## src/rtl/scale_stretch.sv

```systemverilog
// Per-channel pulse stretcher for stochastic bitstreams: each input 1 can hold its
// output high for LEN more cycles, using retrigger, one-shot or accumulate counting, or bypass.
module scale_stretch #(
    parameter int N  = 4,
    parameter int CW = 4
) (
    input  logic          CLK,
    input  logic          RST_N,
    input  logic          EN,
    input  logic [1:0]    MODE,
    input  logic [CW-1:0] LEN,
    input  logic [N-1:0]  IN,
    output logic [N-1:0]  OUT,
    output logic [N-1:0]  BUSY
);

    localparam logic [1:0] MODE_RETRIG = 2'd0;
    localparam logic [1:0] MODE_ONESHOT = 2'd1;
    localparam logic [1:0] MODE_ACCUM = 2'd2;
    localparam logic [CW:0] SAT = {1'b0, {CW{1'b1}}};

    logic [CW-1:0] cnt     [N];
    logic [CW-1:0] cnt_nxt [N];
    logic [N-1:0]  out_nxt;
    logic [CW-1:0] dec;
    logic [CW:0]   acc;

    always_comb begin
        for (int n = 0; n < N; n++) begin
            BUSY[n] = (cnt[n] != '0);
        end
    end

    always_comb begin
        out_nxt = '0;
        dec     = '0;
        acc     = '0;
        for (int n = 0; n < N; n++) begin
            cnt_nxt[n] = cnt[n];
            dec        = BUSY[n] ? cnt[n] - 1'b1 : cnt[n];
            acc        = '0;
            if (EN) begin
                out_nxt[n] = IN[n] | BUSY[n];
                case (MODE)
                    MODE_RETRIG:  cnt_nxt[n] = IN[n] ? LEN : dec;
                    MODE_ONESHOT: cnt_nxt[n] = (IN[n] && !BUSY[n]) ? LEN : dec;
                    MODE_ACCUM: begin
                        // widened so a large LEN on a nearly-full counter saturates instead of wrapping
                        acc = {1'b0, dec} + (IN[n] ? {1'b0, LEN} : '0);
                        cnt_nxt[n] = (acc > SAT) ? {CW{1'b1}} : acc[CW-1:0];
                    end
                    default: begin
                        out_nxt[n] = IN[n];
                        cnt_nxt[n] = '0;
                    end
                endcase
            end
        end
    end

    always_ff @(posedge CLK or negedge RST_N) begin
        if (!RST_N) begin
            OUT <= '0;
            for (int n = 0; n < N; n++) begin
                cnt[n] <= '0;
            end
        end else begin
            OUT <= out_nxt;
            for (int n = 0; n < N; n++) begin
                cnt[n] <= cnt_nxt[n];
            end
        end
    end

endmodule

```

## config.mk

```make
export PLATFORM = sky130hd
export DESIGN_NAME = scale_stretch
export DESIGN_NICKNAME = d
export VERILOG_FILES = /design/src/rtl/scale_stretch.sv
export SDC_FILE = /design/constraint.sdc
export NUM_CORES = 1
export LEC_CHECK = 0
export CAP_MARGIN = 5
export CORE_MARGIN = 10
export CORE_UTILIZATION = 30
export DETAILED_ROUTE_END_ITERATION = 16
export PLACE_DENSITY = 0.48
export SLEW_MARGIN = 20
export SYNTH_ARGS = -nofsm -noshare
export SYNTH_HDL_FRONTEND = slang
export SYNTH_SLANG_ARGS = --single-unit
```

## constraint.sdc

```tcl
create_clock -name CLK -period 3.1 [get_ports CLK]
set_input_delay 0.31 -clock CLK [delete_from_list [all_inputs] [get_ports CLK]]
set_output_delay 0.31 -clock CLK [all_outputs]
set_load 0.01 [all_outputs]
```

After elaboration in Yosys (flattened, before gate mapping)
Cells that the tools add are included.
{ "totals": {"ff_bits": 20, "inputBits": 13} }
{ "classes": {"add_sub_neg": 8, "n_lt_le_gt_ge": 4, "n_eq_ne": 2, "muxes": 32, "n_bitwise": 4, "reduce_logical": 14} }
{ "op_table": {"columns": ["operator", "count"], "rows": [
  ["$mux 4", 20],
  ["$pmux 4 s3", 4],
  ["$add 4x4->5", 4],
  ["$gt 5x4->1 const B", 4],
  ["$reduce_bool 4->1", 4],
  ["$sub 4x1->4 const B", 4],
  ["$mux 1", 8],
  ["$logic_and 1x1->1", 4],
  ["$logic_not 1->1", 4],
  ["$or 1x1->1", 4],
  ["$reduce_or 3->1", 1],
  ["$eq 2x1->1 const B", 1],
  ["$eq 2x2->1 const B", 1],
  ["$logic_not 2->1", 1]
]} }

Depth between registers and ports, before layout
{ "logic_depth": {"depth_word": 6, "ltp_mapped": 13, "mapped_depth_nobuf": 13} }

Worst setup path before layout
No wires, ideal clock.
{ "synth_path": {"path_type": "register -> register", "start": "register cnt[12] in the netlist's numbering", "end": "register cnt[15] in the netlist's numbering", "setup_ns": 0.083, "arrival_ns": 2.571, "required_time_ns": 3.017, "setup_slack_ns": 0.446, "path_stages_with_launch": 12, "path_buffers": 0, "period_less_slack_ns": 2.654, "path_cell_list": "dfrtp_1 inv_1 ha_1 nor3b_4 inv_1 a21oi_1 ha_1 a21o_1 mux2_2 a2111oi_1 a211oi_1 o22ai_1"} }
{ "synth_between": {"elab_chain_cells": 6} }
{ "synth_rtl": {"columns": ["element", "line", "rtl"], "rows": [
  ["start: declaration", "22", "logic [CW-1:0] cnt [N];"],
  ["start signal: indexed assignment", "70", "cnt[n] <= cnt_nxt[n];"],
  ["$reduce_bool 4->1 (*)", "30", "BUSY[n] = (cnt[n] != '0);"],
  ["net BUSY[0]", "14", "output logic [N-1:0] BUSY"],
  ["$mux 4", "40", "dec = BUSY[n] ? cnt[n] - 1'b1 : cnt[n];"],
  ["$add 4x4->5", "49", "acc = {1'b0, dec} + (IN[n] ? {1'b0, LEN} : '0);"],
  ["$gt 5x4->1", "50", "cnt_nxt[n] = (acc > SAT) ? {CW{1'b1}} : acc[CW-1:0];"],
  ["$mux 4", "50", null],
  ["$pmux 4 s3 (*)", "44", "case (MODE)"]
]} }
Mark *: on every way through the listed nets, which the timed path passes. The rest lies on a longest branch.
A chain may end at the register's enable or synchronous reset.

Worst setup path in the final report
{ "layout_path": {"start": "register cnt[0] in the netlist's numbering", "end": "register cnt[2] in the netlist's numbering"} }
{ "layout_between": {"elab_chain_cells": 6} }
{ "layout_rtl": {"columns": ["element", "line"], "rows": [
  ["$sub 4x1->4 / $reduce_bool 4->1 (equally long branches)", "40, 30"],
  ["$mux 4", "40"],
  ["$add 4x4->5", "49"],
  ["$gt 5x4->1", "50"],
  ["$mux 4", "50"],
  ["$pmux 4 s3 (*)", "44"]
]} }
Mark *: on every way between the ends. The rest lies on a longest branch, timed or not.

==> results <==
- The kind of capture point of the worst setup path is a register.
- The effective utilization at floorplan is between 30% and 40%.
- In this run the remaining antenna-violating nets after routing total 0.
- The first global-routing pass estimated 13,400 um of wire.
- Hold is met by between 0.3 and 0.4 ns.
- In this run, the number of DRC markers left after iteration 0 of detailed routing was 105.
- In the final timing run, aggregate negative setup slack is 0 ns.
- During I/O placement, the number of pins put on the boundary was 21.
- The run finished with clean final reports.
- Setup repair after global routing left no endpoint under its margin.
- The data required time at the worst endpoint is 3.28 ns.
- The filler cells instantiated in the layout total 949.
- The quantity of hold-fixing buffers added after cts is 0.
- The count of cell instances traversed by the critical path is 13.
- The area of the die is roughly 13,000 um^2.
- The post-synthesis cell area is 2660 um^2.
- The critical path contains buffers and inverters numbering 4 combined.
- The leading cell type by number of instances after synthesis is o21ai_0.
- The routed design has 8030 um of wire.
- The worst setup path category is register to register.
- Setup violations remaining at the end of the flow were counted as 0.
- After the last flow step, the layout net total stands at about 400.
- At the end of routability-driven placement, the weighted congestion stood at between 0.8 and 0.9.
- The peak clock frequency supported by timing is 346 MHz.
- In the synthesized netlist, the number of instances is 337.
- In this run the tightest slew margin relative to its limit is a little under three fifths.
- The vertical extent of the die is 114 um.
- The slew of the pin with the lowest slew margin is 0.637 ns.
- Measured along the x axis, the die boundary spans 114 um.
- In this run, synthesis inferred 0 flip-flops with an integrated enable.
- The mean instance size in the synthesized netlist is 7.89 um^2.
- The combined global-route utilization of all metal layers is 12.3%.
- The number of inserted diodes is 0.
- The total number of vias is 2,627.
- The clock net in this run drives a total of 20 sinks.
- The number of global-route vias before repair is 2,649.
- The placed cell count is 466.
- In this run the biggest area consumer among cell types represents 18.8% of the synthesized area.
- For the final database, setup skew stands at 0.000876 ns.
- Counting instances in the post-synthesis netlist gives the leading cell types as 38 x o21ai_0, 34 x inv_1, 24 x a21oi_1.
- In this run the standard cell core region covers a little under 9000 um^2.
- In the final routed layout, each cell accounts on average for 17.0 um.
- Summed over all nets, the half-perimeter wirelength after detailed placement is 6090 um.
- After synthesis, the share of flip-flops with an asynchronous set or reset is 100%.
- The most used flip-flop cell after synthesis is dfrtp_1.
- The slowest cell on the critical path is fa_1.
- When the netlist entered floorplanning its net count stood at 374.
- The sequential area share after synthesis is 18.8%.
- The final count of pins violating max slew is 0.
- For this design the ratio of total power to cell area is 1030 nW/um^2.
- The critical path goes through inv_1 -> ha_4 -> nor3b_4 -> buf_4 -> inv_2 -> a21oi_2 -> inv_1 -> fa_1 -> nor2b_1 -> nand4_1 -> nand3_1 -> o21ai_0 -> o211ai_1.
- During synthesis, Yosys emitted a total of 0 warnings.
- The worst path in the final design needs a cycle of about 2.9 ns, including I/O delays and setup.
- Buffers placed on the I/O ports in this run total 20.
- The initial antenna violation count is 0.
- On the worst path, the slowest cell contributes a delay of between 0.4 and 0.5 ns.
- The critical path startpoint category is a register.
- The number of violations of the max-capacitance limit is 0.
- The data arrival time of the critical path is 3.07 ns.
- By area the synthesized netlist is led by dfrtp_1 19%, ha_1 9.4%, o21ai_0 7.1%, inv_1 4.8%, a21oi_1 4.5%.
- The area growth from synthesis to layout is 16.7%.
- The count of distinct cell types in the synthesized netlist is 48.
- The minimum setup slack among reg-to-reg paths is 0.21 ns.
- At the later pin of the worst-skew pair, clock insertion delay measures 0.26 ns.
- The analysis attributes to cell leakage a power of 1.32 nW.
- The pin count of the biggest net entering global routing is 21.
- The number of clock buffers added by TritonCTS is 3.
- The portion of the clock cycle consumed by the worst path in the final layout is between 90% and 100%.
- The worst min-delay path category is input port to async pin.
- Across the VDD grid, the largest voltage drop is 0.000329 V.
- The pre-antenna-repair detailed-routing pass consisted of 4 iterations.
- In this run the number of H-tree levels came out at 1.
- Registers take 500 um^2.
- The number of standard-cell rows in the floorplan is 34.
- The worst-case clock buffer depth is 2.
- The cell type with the highest occurrence count on the critical path is inv_1.
- The proportion of layout cells with a drive suffix above 1 is 11.6%.
- After clock tree synthesis, the clock-pin slew on the worst setup and hold paths is 0.08 ns.
- After global routing the overflow that remains totals 0.
- The number of synthesized register bits is 20.
- CTS placed an instance of clkbuf_8 at the clock tree root.
- The finished layout holds 471 standard cells, fillers aside.
- In this design, the largest share of critical-path delay is due to simple AND/OR/NAND/NOR gates.
- The area occupied by multi-input gates is about 2000 um^2.
- The final number of hold-violating endpoints is 0.
- The number of cells on the worst reg-to-reg path is 13.
- The DRC violation count after routing is 0.
- The average via count per standard cell is between 5 and 6.
- Of all cell types, the one taking the most synthesized area is dfrtp_1.
- TritonCTS built the clock tree.
- The maximum fanout along the worst path is 8.
-- path summary, 6_finish.rpt --
kind,from,endpoint
worst max-delay path,cnt[0],cnt[2]
worst min register to register,cnt[13],cnt[13]
worst min-delay path,RST_N,OUT[3]
worst max register to register,cnt[0],cnt[2]
min in group CLK,cnt[13],cnt[13]
max in group asynchronous,RST_N,cnt[9]
-- what timing repair did --
item / in CTS / in global routing
setup buffers: 0 / 2
gates resized for setup: 0 / 3
endpoints found under the setup margin: 0 / 6
-- power by group --
part           switching, W  internal, W
clock network     0.0000956    0.0000868
logic               0.00131      0.00116
registers          0.000182     0.000375
-- per-stage QoR --
step                area, um^2  setup WS, ns  power, W  util, %
floorplan                 2660         0.446   0.00231        -
global route              3110        0.0227   0.00360     35.8
CTS                       3070        0.0519   0.00316     35.4
finish                    3110         0.212   0.00321     35.8
global placement          3030        0.0947   0.00296     34.9
detailed placement        3030        0.0926   0.00296     34.9
-- logic make-up (layout without fill, tap and decap cells) --
family                     count (synthesis)  in the layout  synth area share (%)
buffers and inverters                     46             72                  6.91
AOI/OAI and AO/OA                        115            115                  27.7
muxes                                      8              8                  3.20
and+or+nand+nor                          116            116                  28.4
DFF                                       20             20                  18.8
xor gates and xnor gates                   8              8                  2.63
adders and majority gates                 24             24                  12.4
-- cell type report --
type / instances / share of cell area (%)
multi-input combinational: 271 / 64.1
sequential: 20 / 16.1
timing repair buffer: 34 / 9.83
tap: 108 / 4.35
inverter: 35 / 4.23
clock buffer: 3 / 1.33
-- layout by cell type (no fill, tap or decap), drive strengths merged, types with 9 or more instances in the layout --
cell type	instances
nand2	26
nand2b	13
clkdlybuf4s50	20
dfrtp	20
ha	20
inv	35
o221ai	9
a21oi	25
nor2	9
o21ai	38
buf	14
and2	9
-- registers in the layout, indices dropped and copies added, names as in the netlist --
register  cells
cnt          16
OUT           4
-- layer usage --
| metal | up-vias | global-route usage, % | share of wire (%) |
|---|---|---|---|
| li1 | 1300 | - | - |
| met1 | 1264 | 16.7 | 50 |
| met2 | 57 | 20.0 | 46 |
| met3 | 6 | 1.21 | 3.4 |
| met4 | 0 | 3.59 | 1.1 |
| met5 | - | 0 | 0 |
Note: power is estimated with default switching activity, not from simulation.
